File: src/rtl/mux_sel_arbiter_pkg.sv
// ============================================================================
// Module      : mux_sel_arbiter_pkg
// Description : Shared state encoding, select polarity and defaults for the
//               A/B mux select arbiter.
// Revision    : 1.0 - initial release
// ============================================================================
`default_nettype none

package mux_sel_arbiter_pkg;

  localparam int unsigned W_DEFAULT     = 4;
  localparam int unsigned BURST_DEFAULT = 4;

  localparam logic SEL_A = 1'b1;
  localparam logic SEL_B = 1'b0;

  typedef enum logic [1:0] {
    ST_IDLE  = 2'd0,
    ST_OWN_A = 2'd1,
    ST_OWN_B = 2'd2
  } arb_state_e;

endpackage : mux_sel_arbiter_pkg

`default_nettype wire

File: src/rtl/mux_sel_arbiter_burst_counter.sv
// ============================================================================
// Module      : burst_counter
// Description : Counts accepted beats within one ownership burst; flags the
//               last permitted beat (BURST-1).
// Revision    : 1.0 - initial release
// ============================================================================
`default_nettype none

module burst_counter #(
  parameter int BURST = 4
) (
  input  logic clk,
  input  logic rst,
  input  logic clear_i,
  input  logic inc_i,
  output logic term_o
);

  localparam int CW = (BURST > 1) ? $clog2(BURST) : 1;
  localparam logic [CW-1:0] c_TERM = CW'(BURST - 1);

  logic [CW-1:0] cnt_q;
  logic [CW-1:0] cnt_d;

  assign term_o = (cnt_q == c_TERM);

  // Saturate at the terminal value so the count can never pass BURST-1.
  always_comb begin
    cnt_d = cnt_q;
    if (clear_i) begin
      cnt_d = '0;
    end else if (inc_i && !term_o) begin
      cnt_d = cnt_q + CW'(1);
    end
  end

  always_ff @(posedge clk) begin
    if (rst) begin
      cnt_q <= '0;
    end else begin
      cnt_q <= cnt_d;
    end
  end

endmodule : burst_counter

`default_nettype wire

File: src/rtl/mux_sel_arbiter.sv
// ============================================================================
// Module      : mux_sel_arbiter
// Description : Round-robin, burst-bounded arbiter for two valid/ready
//               producers driving a 2:1 mux select and a one-entry output slot.
// Revision    : 1.0 - initial release
// ============================================================================
`default_nettype none

module mux_sel_arbiter
  import mux_sel_arbiter_pkg::*;
#(
  parameter int W     = W_DEFAULT,
  parameter int BURST = BURST_DEFAULT
) (
  input  logic         clk,
  input  logic         rst,
  input  logic         a_valid,
  input  logic [W-1:0] a_data,
  output logic         a_ready,
  input  logic         b_valid,
  input  logic [W-1:0] b_data,
  output logic         b_ready,
  output logic         sel,
  output logic         y_valid,
  output logic [W-1:0] y_data,
  input  logic         y_ready
);

  arb_state_e   state_q, state_d;
  logic         sel_q, sel_d;
  logic         last_a_q;
  logic         y_valid_q;
  logic [W-1:0] y_data_q;

  logic         w_own_a, w_own_b;
  logic         w_slot_free;
  logic         w_x_valid, w_other_valid;
  logic [W-1:0] w_x_data;
  logic         w_xfer, w_done;
  logic         w_cnt_term, w_cnt_clear;

  assign w_own_a     = (state_q == ST_OWN_A);
  assign w_own_b     = (state_q == ST_OWN_B);
  assign w_slot_free = !y_valid_q || y_ready;

  // Ready is a function of state and y_ready only, never of the source valid.
  assign a_ready = w_own_a && w_slot_free;
  assign b_ready = w_own_b && w_slot_free;

  assign w_x_valid     = w_own_a ? a_valid : b_valid;
  assign w_other_valid = w_own_a ? b_valid : a_valid;
  assign w_x_data      = (sel_q == SEL_A) ? a_data : b_data;
  assign w_xfer        = (a_valid && a_ready) || (b_valid && b_ready);
  assign w_done        = (w_xfer && w_cnt_term) || !w_x_valid;
  assign w_cnt_clear   = (state_q == ST_IDLE) || w_done;

  burst_counter #(
    .BURST (BURST)
  ) u_burst_counter (
    .clk     (clk),
    .rst     (rst),
    .clear_i (w_cnt_clear),
    .inc_i   (w_xfer),
    .term_o  (w_cnt_term)
  );

  always_comb begin
    state_d = state_q;
    unique case (state_q)
      ST_IDLE: begin
        if (a_valid && b_valid) begin
          state_d = last_a_q ? ST_OWN_B : ST_OWN_A;
        end else if (a_valid) begin
          state_d = ST_OWN_A;
        end else if (b_valid) begin
          state_d = ST_OWN_B;
        end
      end
      ST_OWN_A: begin
        if (w_done) begin
          if (b_valid) begin
            state_d = ST_OWN_B;
          end else if (!a_valid) begin
            state_d = ST_IDLE;
          end
        end
      end
      ST_OWN_B: begin
        if (w_done) begin
          if (a_valid) begin
            state_d = ST_OWN_A;
          end else if (!b_valid) begin
            state_d = ST_IDLE;
          end
        end
      end
      default: state_d = ST_IDLE;
    endcase

    // Select tracks the owner and simply holds through IDLE.
    sel_d = sel_q;
    if (state_d == ST_OWN_A) begin
      sel_d = SEL_A;
    end else if (state_d == ST_OWN_B) begin
      sel_d = SEL_B;
    end
  end

  always_ff @(posedge clk) begin
    if (rst) begin
      state_q   <= ST_IDLE;
      sel_q     <= SEL_B;
      last_a_q  <= 1'b0;
      y_valid_q <= 1'b0;
      y_data_q  <= '0;
    end else begin
      state_q <= state_d;
      sel_q   <= sel_d;
      if (w_xfer) begin
        y_data_q  <= w_x_data;
        y_valid_q <= 1'b1;
        last_a_q  <= w_own_a;
      end else if (y_valid_q && y_ready) begin
        y_valid_q <= 1'b0;
      end
    end
  end

  assign sel     = sel_q;
  assign y_valid = y_valid_q;
  assign y_data  = y_data_q;

endmodule : mux_sel_arbiter

`default_nettype wire

File: config.mk
export PLATFORM = sky130hd
export DESIGN_NAME = mux_sel_arbiter
export DESIGN_NICKNAME = d
export VERILOG_FILES = /design/src/rtl/mux_sel_arbiter_pkg.sv /design/src/rtl/mux_sel_arbiter_burst_counter.sv /design/src/rtl/mux_sel_arbiter.sv
export SDC_FILE = /design/constraint.sdc
export NUM_CORES = 1
export LEC_CHECK = 0
export CAP_MARGIN = 0
export CORE_MARGIN = 2
export CORE_UTILIZATION = 40
export DETAILED_ROUTE_END_ITERATION = 6
export PLACE_DENSITY = 0.73
export SLEW_MARGIN = 20
export SYNTH_ARGS = -nofsm -noshare
export SYNTH_HDL_FRONTEND = slang
export SYNTH_SLANG_ARGS = --single-unit
File: constraint.sdc
create_clock -name clk -period 1.7 [get_ports clk]
set_clock_uncertainty 0.1 [all_clocks]
set_input_delay 0.17 -clock clk [delete_from_list [all_inputs] [get_ports clk]]
set_output_delay 0.17 -clock clk [all_outputs]
set_load 0.1 [all_outputs]
==> impl_metrics.toml, run 1 <==
[worst_setup_path]
worstPathArrival_ns = 1.80
r2r_slack_ns = -0.02
timing.rr.end = "sel"
path_max_fanout = 3
cpPeakStageDelay_ns = 0.34
endpoint_kind = "flip-flop"
r2r_cells = 7
path_buf_inv = 1
cp-start-kind = "flip-flop"
cp_cell_sequence = "ha_4, buf_12, a31o_4, a211oi_2, ha_1, mux2i_1, nor2_1"
cp_top_family = "adder cells"
slowest_stage = "dfxtp_2"
crit_type = "flip-flop to flip-flop"
crit_required_ns = 1.77
timing.rr.start = "u_burst_counter.cnt_q[1]"

[cells_and_area]
multi_input_area_sq_um = 463
nFillCells = 112
antenna_cells = 0
fin_nets = 118
layout-drive-gt1-share_pct = 45.1
seq_area_sq_um = 228
fin_cells = 118
syn_to_final_growth_pct = 74.3

[synthesis]
ys_ff_latch = 11
ys_seq_area_share_pct = 32.8
synth_area_sq_um = 671
syn_nets = 83
ys_top_cells_by_area = "dfxtp_1 33%, mux2i_1 10%, o211ai_1 7.8%, o211a_1 6.0%, buf_6 5.0%"
synth_top_area_cell = "dfxtp_1"
syn_area_per_cell_sq_um = 9.86
synth_cells = 68
synthDominantCellAreaShare_pct = 32.8
synth_cell_types = 26
synth-warning-count = 0

[floorplan]
start_util_pct = 43.5
die_h_microns = 44.9
dieArea_sq_um = 2020
die_w_microns = 44.9
fp-row-count = 14
coreArea_sq_um = 1540
ios = 21

[placement]
dp_cells = 114
port_buffers = 20
gp_congestion = 0.840
dpl.hpwl_microns = 1320

[sta]
finalCriticalPeriod_ns = 1.72
hold_ws_ns = 0.465
drv_slew = 0
post-route-period-util_pct = 101
relSlewSlack_pct = 81.7
hold_viol_final = 0
worst_pin_slew_ns = 0.274
rsz0062_at_grt = "true"
setup_viol = 1
worst_slack_ns = -0.0213
clock.fmax_ghz = 0.581

[detailed_routing]
dr.max_layer_used = "met4"
ant_nets = 0
drt-initial-drc-count = 4
wl_met3_microns = 74
wirelength_microns = 1680
routedWlPerCell_microns = 14.2
drt-met1-wl_microns = 718
route.met2.wl_microns = 872
drc = 0
vias = 637
dr.pass1.iters = 4
via_per_inst = 5.40

[clocking]
worstSkewPairLatency_ns = 0.27
cts_made_buffers = 3
ctsHoldBuffers = 0
clk_pin_slew_ns = 0.08
cts_sinks = 11
cts_tree = "yes"
h-tree-depth = 1
cts_root_buf = "clkbuf_4"
clockBufferDepth = 2

[outcome]
status = "finished with violations"
violations = "negative setup slack"

[hold_path]
hold_start = "y_data[3]"
hold_end = "y_data[3]"
whs_path_depth = 1
hold_path_class = "flip-flop to flip-flop"

[global_routing]
grt_pass1_vias = 644
grt_max_degree = 9
antenna_found_initial = 0
grt_use_total_pct = 19.6
grt.overflow.total = 0
grt_pass1_wl_microns = 2790

[power_and_ir_drop]
powerDensity_nw_per_um2 = 668
leakage_nw = 0.505
max-vdd-ir-drop_v = 0.000647

[job]
cap_violations = 0
-- how the worst max path moves through the flow --
stage	from	cells after the start	endpoint	slack (ns)
after global routing	u_burst_counter.cnt_q[1]	7	sel	-0.09
after detailed placement	y_ready	7	sel	-0.22
after global placement	y_ready	7	sel	-0.17
final	u_burst_counter.cnt_q[1]	7	sel	-0.02
after CTS	u_burst_counter.cnt_q[1]	7	sel	-0.03
after floorplan	y_valid	4	b_ready	-0.11
-- cell families (layout without fill, tap and decap cells) --
group | Yosys count | in the layout | share of synthesized area (%)
AO/OA/AOI/OAI | 24 | 24 | 30.6
AND/OR/NAND/NOR | 14 | 14 | 12.7
multiplexers | 7 | 7 | 10.4
buffers and inverters | 10 | 44 | 9.70
adder cells (fa/ha/maj) | 2 | 2 | 3.73
flip-flops | 11 | 11 | 32.8
-- layout by cell type (no fill, tap or decap), types with 2 or more instances in the layout --
master / instances
and3b_1: 2
clkdlybuf4s50_1: 12
dfxtp_2: 3
buf_12: 9
inv_1: 3
nor2_1: 5
nand2_1: 2
o211ai_1: 7
mux2i_1: 7
buf_4: 15
clkbuf_4: 3
a21oi_1: 2
dfxtp_1: 7
o211a_1: 4
-- routing by layer --
layer	global-route usage (%)	vias up
li1	-	329
met1	22.2	292
met2	34.9	14
met3	7.60	2
met4	3.53	0
met5	0	-
-- timing repair --
| action | 4_1_cts | 5_1_grt |
|---|---|---|
| buffers inserted | 0 | 0 |
| pin swaps | 6 | 3 |
| setup endpoints to repair | 1 | 1 |
| resized for setup | 7 | 2 |
-- state kept, by name (all words and copies together) (netlist names) --
signal	flops
last_a_q	1
y_data	4
state_q	2
sel	1
u_burst_counter.cnt_q	2
y_valid	1
-- cell usage after synthesis --
library cell	n
buf_4	1
nand2b_4	1
and2_1	1
nor4b_1	1
a311oi_1	1
mux2i_1	7
inv_1	4
ha_1	2
nand2_1	2
a2111oi_2	1
buf_6	3
a21oi_1	3
o211a_1	4
and3b_1	3
o21a_4	1
o21bai_1	1
o311a_1	1
o211ai_1	7
a31o_2	1
clkbuf_1	1
a211oi_1	2
buf_2	1
o311ai_0	1
o2111ai_1	1
dfxtp_1	11
nor2_1	6
-- worst register-to-register path: stages (launching register included) --
cell and delay, ns:
dfxtp_2 0.34, ha_4 0.18, buf_12 0.13, a31o_4 0.23, a211oi_2 0.19, ha_1 0.27
mux2i_1 0.15, nor2_1 0.05
-- report_power, final --
group / switching (mW) / internal [mW] / total, mW
logic: 0.164 / 0.136 / 0.299
clock network: 0.102 / 0.0873 / 0.189
registers: 0.0193 / 0.273 / 0.292
-- per-stage QoR --
step / TNS, ns / setup slack (ns) / util (%) / area (sq um) / total power [mW]
3_3_place_gp: -0.168 / -0.168 / 71.0 / 1090 / 0.586
2_1_floorplan: -0.150 / -0.114 / - / 718 / 0.472
4_1_cts: -0.0313 / -0.0313 / 75.1 / 1160 / 0.782
6_report: -0.0213 / -0.0213 / 75.8 / 1170 / 0.780
5_1_grt: -0.0907 / -0.0907 / 75.8 / 1170 / 0.816
3_5_place_dp: -0.241 / -0.215 / 71.0 / 1090 / 0.591
-- area by class of cell --
class                   instances  share of cell area [%]
clock buffers                   3                    1.93
clock inverters                 1                   0.428
inverters                       4                    1.50
multi-input cells              47                    39.6
flip-flops and latches         11                    19.5
well taps                      16                    1.71
repair buffers                 36                    35.3
Power figures use the tool's default switching activity.
==> run 2: changes to the inputs <==
--- a/config.mk
+++ b/config.mk
@@ -9,7 +9,7 @@
 export CORE_MARGIN = 2
 export CORE_UTILIZATION = 40
 export DETAILED_ROUTE_END_ITERATION = 6
-export PLACE_DENSITY = 0.73
+export PLACE_DENSITY = 0.8
 export SLEW_MARGIN = 20
 export SYNTH_ARGS = -nofsm -noshare
 export SYNTH_HDL_FRONTEND = slang
==> impl_metrics.toml, run 2 (synthesis gave the netlist of run 1 again) <==
[placement]
gp_congestion = 0.902
placed_cell_area_sq_um = 1060
dpl.hpwl_microns = 1250
port_buffers = 20

[sta]
hold_ws_ns = 0.435
post-route-period-util_pct = 103
worst_pin_slew_ns = 0.275
hold_viol_final = 0
clock.fmax_ghz = 0.569
finalCriticalPeriod_ns = 1.76
drv_slew = 0
relSlewSlack_pct = 81.4
rsz0062_at_grt = "true"
setup_viol = 1
worst_slack_ns = -0.0574

[cells_and_area]
fin_nets = 117
mostFrequentLayoutCell = "buf_4"
antenna_cells = 0
layout-drive-gt1-share_pct = 43.6
finish.utilization_pct = 74.7
fin_area_sq_um = 1150
nFillCells = 108
largest_register_ffs = 4
syn_to_final_growth_pct = 71.6
layout_common_cells = "14 x buf_4, 12 x clkdlybuf4s50_1, 9 x buf_12"

[clocking]
cts_root_buf = "clkbuf_4"
cts_sinks = 11
cts_tree = "yes"
cts_made_buffers = 3
ctsHoldBuffers = 0
clk_pin_slew_ns = 0.07
clockBufferDepth = 2
worstSkewPairLatency_ns = 0.26
h-tree-depth = 1

[outcome]
status = "finished with violations"
violations = "negative setup slack"

[global_routing]
grt_pass1_wl_microns = 2890
antenna_found_initial = 0
grt_use_total_pct = 19.4
grt_pass1_vias = 646
grt.overflow.total = 0
grt_max_degree = 9

[worst_setup_path]
cp_cell_sequence = "ha_4, buf_12, a31o_4, a211oi_2, ha_1, mux2i_1, nor2_1"
crit_required_ns = 1.75
r2r_slack_ns = -0.06
cpPeakStageDelay_ns = 0.34
cp.depth = 7
timing.rr.start = "u_burst_counter.cnt_q[1]"
slowest_stage = "dfxtp_2"
cp-start-kind = "flip-flop"
crit_type = "flip-flop to flip-flop"
critPathLaunch = "u_burst_counter.cnt_q[1]"
timing.rr.end = "sel"
worstPathArrival_ns = 1.81
cp_top_family = "adder cells"
endpoint_kind = "flip-flop"
path_buf_inv = 1
endpoint = "sel"
path_max_fanout = 4
r2r_cells = 7

[floorplan]
start_util_pct = 43.5
fp-row-count = 14
die_w_microns = 44.9
dieArea_sq_um = 2020
ios = 21
coreArea_sq_um = 1540
die_h_microns = 44.9

[job]
cap_violations = 0

[detailed_routing]
routedWlPerCell_microns = 14.4
drc = 0
drt-initial-drc-count = 6
ant_nets = 0
wirelength_microns = 1690
dr.pass1.iters = 4
via_per_inst = 5.63
vias = 659

[power_and_ir_drop]
powerDensity_nw_per_um2 = 662
total_power_uw = 762
max-vdd-ir-drop_v = 0.000526
leakage_nw = 0.497

[hold_path]
hold_path_class = "flip-flop to flip-flop"
-- run 2: per-stage QoR --
| stage | setup slack (ns) | std cells | TNS (ns) |
|---|---|---|---|
| 5_1_grt | -0.119 | 117 | -0.119 |
| 3_5_place_dp | -0.251 | 111 | -0.314 |
| 3_3_place_gp | -0.175 | 111 | -0.187 |
| 2_1_floorplan | -0.114 | 68 | -0.150 |
| 4_1_cts | -0.0601 | 117 | -0.0601 |
| 6_report | -0.0574 | 117 | -0.0574 |
-- run 2: how the worst min path moves through the flow --
stage	start	to	depth (start not counted)
5_1_grt	u_burst_counter.cnt_q[1]	u_burst_counter.cnt_q[1]	2
4_1_cts	u_burst_counter.cnt_q[1]	u_burst_counter.cnt_q[1]	2
2_1_floorplan	rst	y_valid	1
3_3_place_gp	u_burst_counter.cnt_q[1]	u_burst_counter.cnt_q[1]	2
3_5_place_dp	u_burst_counter.cnt_q[1]	u_burst_counter.cnt_q[1]	2
6_report	u_burst_counter.cnt_q[1]	u_burst_counter.cnt_q[1]	2
-- run 2: layer usage --
metal  share of wire, %  track usage, %  up-vias
met2                 49            33.7       21
met1                 47            24.2      315
met5                  0               0        -
met3                4.5            4.00        0
li1                   -               -      323
met4                  0            5.29        0
-- run 2: what timing repair did --
action,4_1_cts,5_1_grt
endpoints found under the setup margin,1,1
resized for setup,8,0
pin swaps,5,3
buffers inserted,2,0
hold endpoints to repair,0,0
-- run 2: area by class of cell --
| type | count | area [sq um] | area share [%] |
|---|---|---|---|
| clock buffers | 4 | 26.3 | 2.28 |
| inverters | 4 | 15.0 | 1.30 |
| multi-input cells | 47 | 455 | 39.6 |
| flip-flops and latches | 11 | 229 | 19.9 |
| well taps | 16 | 20.0 | 1.74 |
| repair buffers | 35 | 405 | 35.2 |
-- run 2: tightest hold or removal path: stages, from the launching register on --
cell and delay, ns:
dfxtp_2 0.34, o211ai_1 0.09, mux2i_1 0.07
-- run 2: power by group --
| group | switching (mW) | internal, mW | leakage [nW] |
|---|---|---|---|
| clock network | 0.0825 | 0.0906 | 0.0150 |
| registers | 0.0224 | 0.273 | 0.0925 |
| logic | 0.162 | 0.131 | 0.389 |
==> run 3: changes to the inputs <==
--- a/config.mk
+++ b/config.mk
@@ -9,6 +9,7 @@
 export CORE_MARGIN = 2
 export CORE_UTILIZATION = 40
 export DETAILED_ROUTE_END_ITERATION = 6
+export HOLD_SLACK_MARGIN = 0.12
 export PLACE_DENSITY = 0.8
 export SLEW_MARGIN = 20
 export SYNTH_ARGS = -nofsm -noshare
==> results of run 3 <==
Final layout, timing and power as in run 2 (identical DEF).
